==> config.mk <==
export PLATFORM = sky130hd
export DESIGN_NAME = ws281x_rx
export DESIGN_NICKNAME = d
export VERILOG_FILES = /design/src/rtl/ws281x_rx.sv
export SDC_FILE = /design/constraint.sdc
export NUM_CORES = 1
export LEC_CHECK = 0
export ABC_AREA = 1
export ABC_CLOCK_PERIOD_IN_PS = 2200
export BUFFER_PORTS_ARGS = -buffer_cell sky130_fd_sc_hd__buf_2
export CORE_MARGIN = 3
export CORE_UTILIZATION = 61
export CTS_BUF_LIST = sky130_fd_sc_hd__clkbuf_8
export CTS_CLUSTER_SIZE = 8
export DETAILED_ROUTE_END_ITERATION = 10
export PLACE_DENSITY = 0.92
export SLEW_MARGIN = 20
export SYNTH_ARGS = -nofsm -noshare
export SYNTH_HDL_FRONTEND = slang
export SYNTH_SLANG_ARGS = --single-unit
==> constraint.sdc <==
create_clock -name mclk -period 2.2 [get_ports mclk]
set_input_delay 0.22 -clock mclk [delete_from_list [all_inputs] [get_ports mclk]]
set_output_delay 0.22 -clock mclk [all_outputs]
set_load 0.005 [all_outputs]
==> src/rtl/ws281x_rx.sv <==
// ws281x_rx: WS281x single-wire receiver; decodes high-pulse widths into 24-bit
// GRB words with reset-gap detection and a single-entry read-strobe holding register.
module ws281x_rx #(
  parameter int SYNC_STAGES = 2
) (
  input  logic        mclk,
  input  logic        h_reset_n,
  input  logic        cfg_enb,
  input  logic [9:0]  cfg_bit_thresh,
  input  logic [9:0]  cfg_max_high,
  input  logic [15:0] cfg_reset_period,
  input  logic        ws_din,
  input  logic        rx_rd,
  input  logic        sts_clr,
  output logic [23:0] rx_data,
  output logic        rx_dval,
  output logic        rx_frame_end,
  output logic        rx_ovf,
  output logic        rx_err
);
  typedef enum logic [1:0] {SYNC, LOW, HIGH} state_t;
  state_t state_q, state_d;
  logic [SYNC_STAGES-1:0] sync_q;
  logic        din_d_q;
  logic [15:0] low_cnt_q, low_cnt_d, low_inc;
  logic [9:0]  high_cnt_q, high_cnt_d, high_inc;
  logic [4:0]  bit_cnt_q, bit_cnt_d;
  logic [23:0] shift_q, shift_d, data_q, data_d;
  logic        frame_q, frame_d, dval_q, dval_d, fe_q, fe_d, ovf_q, ovf_d, err_q, err_d;
  logic        din_s, rise, fall, bit_v, done;
  assign din_s    = sync_q[SYNC_STAGES-1];
  assign rise     = !din_d_q & din_s;
  assign fall     = din_d_q & !din_s;
  assign bit_v    = high_cnt_q >= cfg_bit_thresh;
  assign low_inc  = (low_cnt_q == 16'hFFFF) ? low_cnt_q : low_cnt_q + 16'd1;
  assign high_inc = (high_cnt_q == 10'h3FF) ? high_cnt_q : high_cnt_q + 10'd1;
  always_ff @(posedge mclk or negedge h_reset_n) begin
    if (!h_reset_n) begin
      sync_q     <= '0;
      din_d_q    <= 1'b0;
      state_q    <= SYNC;
      low_cnt_q  <= '0;
      high_cnt_q <= '0;
      bit_cnt_q  <= '0;
      shift_q    <= '0;
      frame_q    <= 1'b0;
      data_q     <= '0;
      dval_q     <= 1'b0;
      fe_q       <= 1'b0;
      ovf_q      <= 1'b0;
      err_q      <= 1'b0;
    end else begin
      sync_q     <= {sync_q[SYNC_STAGES-2:0], ws_din};
      din_d_q    <= din_s;
      state_q    <= state_d;
      low_cnt_q  <= low_cnt_d;
      high_cnt_q <= high_cnt_d;
      bit_cnt_q  <= bit_cnt_d;
      shift_q    <= shift_d;
      frame_q    <= frame_d;
      data_q     <= data_d;
      dval_q     <= dval_d;
      fe_q       <= fe_d;
      ovf_q      <= ovf_d;
      err_q      <= err_d;
    end
  end
  always_comb begin
    state_d    = state_q;
    low_cnt_d  = low_cnt_q;
    high_cnt_d = high_cnt_q;
    bit_cnt_d  = bit_cnt_q;
    shift_d    = shift_q;
    frame_d    = frame_q;
    data_d     = data_q;
    dval_d     = dval_q;
    fe_d       = 1'b0;
    ovf_d      = ovf_q & !sts_clr;
    err_d      = err_q & !sts_clr;
    done       = 1'b0;
    if (!cfg_enb) begin
      state_d    = SYNC;
      low_cnt_d  = '0;
      high_cnt_d = '0;
      bit_cnt_d  = '0;
      shift_d    = '0;
      frame_d    = 1'b0;
    end else begin
      case (state_q)
        SYNC: begin
          low_cnt_d = din_s ? '0 : low_inc;
          if (low_cnt_q == cfg_reset_period) state_d = LOW;
        end
        LOW: begin
          low_cnt_d = low_inc;
          if (rise) begin
            state_d    = HIGH;
            high_cnt_d = 10'd1;
          end
          if (low_cnt_q == cfg_reset_period) begin
            fe_d    = frame_q;
            frame_d = 1'b0;
            if (bit_cnt_q != 5'd0) begin
              err_d     = 1'b1;
              bit_cnt_d = '0;
              shift_d   = '0;
            end
          end
        end
        HIGH: begin
          high_cnt_d = high_inc;
          if (high_cnt_q > cfg_max_high) begin
            err_d     = 1'b1;
            bit_cnt_d = '0;
            low_cnt_d = '0;
            state_d   = SYNC;
          end else if (fall) begin
            shift_d   = {shift_q[22:0], bit_v};
            frame_d   = 1'b1;
            low_cnt_d = 16'd1;
            state_d   = LOW;
            done      = bit_cnt_q == 5'd23;
            bit_cnt_d = done ? 5'd0 : bit_cnt_q + 5'd1;
          end
        end
        default: state_d = SYNC;
      endcase
    end
    // A read in the completion cycle frees the slot for the new word
    if (done) begin
      if (!dval_q || rx_rd) begin
        data_d = {shift_q[22:0], bit_v};
        dval_d = 1'b1;
      end else begin
        ovf_d = 1'b1;
      end
    end else if (rx_rd) begin
      dval_d = 1'b0;
    end
  end
  assign rx_data      = data_q;
  assign rx_dval      = dval_q;
  assign rx_frame_end = fe_q;
  assign rx_ovf       = ovf_q;
  assign rx_err       = err_q;
endmodule

==> impl_metrics.env <==
export IMPL_crit_arrival_ns=2.29
export IMPL_critPathBufInv=2
export IMPL_setup_viol=0
export IMPL_drive_above_1_share=0.162
export IMPL_yosys_top_cells_count="nand2_1 (243), inv_1 (110), dfrtp_1 (88)"
export IMPL_dr_wl_met3_um=830
export IMPL_die_area_mm2=0.0102
export IMPL_start_util=0.631
export IMPL_run_status="finished, final reports clean"
export IMPL_maxCapViolations=0
export IMPL_postRouteAntennaNets=0
export IMPL_port_buffer_count=69
export IMPL_yosysSeqAreaShare=0.398
export IMPL_ios=70
export IMPL_cp_depth=10
export IMPL_cp_slowest_stage_delay_ns=0.44
export IMPL_die_h_um=101
export IMPL_p_per_area_mw_per_mm2=747
export IMPL_maxSlewViolCount=0
export IMPL_final_nets=932
export IMPL_vias=5299
export IMPL_p_leak_uw=0.00353
export IMPL_synthSimpleGateAreaFrac=0.335
export IMPL_dieWidth_um=101
export IMPL_preCtsSetupSlack_ns=0.117
export IMPL_yosysWarnings=0
export IMPL_syn_inst=778
export IMPL_root_buffer="clkbuf_8"
export IMPL_critPathMaxFanout=12
export IMPL_vdd_drop_max_mv=0.498
export IMPL_ys_seq_elements=88
export IMPL_cp_start_kind="flop"
export IMPL_ff2ff_path_depth=10
export IMPL_clkLatencyLatePin_ns=0.35
export IMPL_routed_top_layer="met4"
export IMPL_wl_um=13000
export IMPL_synth_edff_count=0
export IMPL_slew_headroom=0.634
export IMPL_async_reset_ff_frac=1.00
export IMPL_initialDrtViolationCount=324
export IMPL_hold_viol_final=0
export IMPL_grt_max_degree=50
export IMPL_m1WireLength_um=5580
export IMPL_wl_per_cell_um=13.3
export IMPL_core_area_mm2=0.00876
export IMPL_ys_flop_type="dfrtp_1"
export IMPL_gp_congestion=0.947
export IMPL_period_minus_slack_ns=2.05
export IMPL_avgSynthCellArea_um2=7.11
export IMPL_holdWs_ns=0.179
export IMPL_end_kind="flop"
export IMPL_post_route_util=0.725
export IMPL_synth_largest_area_cell="dfrtp_1"
export IMPL_antenna_cells=0
export IMPL_tightestPinTransition_ns=0.549
export IMPL_fin_crit_sh=0.930
export IMPL_crit_type="flop to flop"
export IMPL_synthXorXnorAreaFrac=0.0174
export IMPL_whs_path_depth=4
export IMPL_finalSetupTns_ns=0
export IMPL_wl_met2_um=6320
export IMPL_synth_area_mm2=0.00553
export IMPL_rsz0062_at_grt="false"
export IMPL_yosys_area_share_adder=0.0656
export IMPL_hold_path_class="primary input to flop"
export IMPL_cts_sinks=88
export IMPL_drc=0
export IMPL_fmax_mhz=489
export IMPL_area_delta_synth_final_pct=14.8
export IMPL_grt_usage=0.258
export IMPL_synthMuxAreaShare=0
export IMPL_clk_pin_slew_ns=0.09
export IMPL_cts_setup_buffers=0
export IMPL_synth_compound_area_share=0.0758
export IMPL_grt_overflow_total=0
export IMPL_first_global_vias=5040
export IMPL_viasPerCell=5.44
export IMPL_synthTopCellsByArea="dfrtp_1 (40%), nand2_1 (16%), inv_1 (7.5%)"
export IMPL_cts_tree="built"
export IMPL_fin_worst_skew_ns=0.0126
export IMPL_cp_cell_sequence="inv_1, ha_2, nand2_2, nor3_1, nand3_1, nand3_2, inv_2, nand2_1, xor2_1, nor2_1"
export IMPL_layout_setup_ws_ns=0.154
export IMPL_grt_pass1_wl_um=21900
export IMPL_yosysTopAreaCellShare=0.398
export IMPL_critPathTopFamily="simple AND/OR/NAND/NOR gates"
export IMPL_dp_hpwl_um=9390
export IMPL_critPathSlowestCell="dfrtp_1"
export IMPL_cp_required_ns=2.44
export IMPL_clock_path_buffers=2
export IMPL_core_rowCount=34
export IMPL_first_pass_iters=9
export IMPL_htreeDepth=3
export IMPL_synth_distinct_cells=38
export IMPL_synth_fp_nets=849
export IMPL_synth_top_family_by_area="simple AND/OR/NAND/NOR gates"
export IMPL_antenna_found_initial=0
export IMPL_yosysMostFrequentCell="nand2_1"
export IMPL_cts_made_buffers=9
## registers in the layout (all words and copies together) (netlist names), 2 cells and up
name / cells
rx_data: 24
low_cnt_q: 16
shift_q: 23
sync_q: 2
state_q: 2
bit_cnt_q: 5
high_cnt_q: 10
## placed cells by master, fill, tap and decap left out, drive strengths merged, types with 29 or more instances in the layout
| master | n |
|---|---|
| nand2 | 247 |
| inv | 120 |
| buf | 94 |
| dfrtp | 88 |
| nor2 | 83 |
| nand3 | 48 |
| nand4 | 39 |
| o21ai | 36 |
| a21oi | 35 |
| ha | 29 |
## metal layers
layer	global-route usage	vias up
met2	0.442	195
met3	0.0461	26
met4	0.0798	0
met5	0	-
met1	0.335	2448
li1	-	2630
## metrics by stage
| stage | cells | total power [uW] | cell area [um2] |
|---|---|---|---|
| 2_1_floorplan | 778 | 3050 | 5530 |
| 3_3_place_gp | 955 | 3410 | 6090 |
| 3_5_place_dp | 955 | 3460 | 6090 |
| 4_1_cts | 973 | 4680 | 6320 |
| 5_1_grt | 974 | 5030 | 6350 |
| 6_report | 974 | 4740 | 6350 |
## worst min-delay path, stage by stage
cell and delay [ns]:
buf_2 0.09, nor2_1 0.04, inv_1 0.09, nand2_1 0.06
## worst paths after layout
| kind | slack [ns] | from | end |
|---|---|---|---|
| worst max-delay path | 0.15 | state_q[0] | high_cnt_q[4] |
| worst min-delay path | 0.18 | rx_rd | rx_dval |
| worst max register to register | 0.15 | state_q[0] | high_cnt_q[4] |
| worst min register to register | 0.36 | sync_q[0] | sync_q[1] |
| max in group asynchronous | 1.17 | h_reset_n | rx_data[23] |
| min in group asynchronous | 0.38 | h_reset_n | low_cnt_q[4] |
## power breakdown
group          total, uW  switching, uW  internal (uW)
registers           1840            125           1710
logic               1670           1110            562
clock network       1240            595            642
## logic make-up after synthesis
kind of cell	Yosys count
AO/OA/AOI/OAI	79
buffers and inverters	143
XOR/XNOR	11
flip-flops	88
adder cells (fa/ha/maj)	29
AND/OR/NAND/NOR	428
## timing repair
action                                  CTS  global route
resized for setup                         0             5
hold endpoints to repair                 40             0
hold buffers                              2             0
endpoints found under the setup margin    0            37
## layout make-up
class | count | area (um2)
Clock inverter | 7 | 95.1
Clock buffer | 9 | 124
Sequential cell | 88 | 2200
Timing Repair Buffer | 96 | 593
Inverter | 118 | 443
Fill cell | 660 | 2410
Multi-Input combinational cell | 548 | 2760
Tap cell | 108 | 135
(Power assumes the default switching activity.)
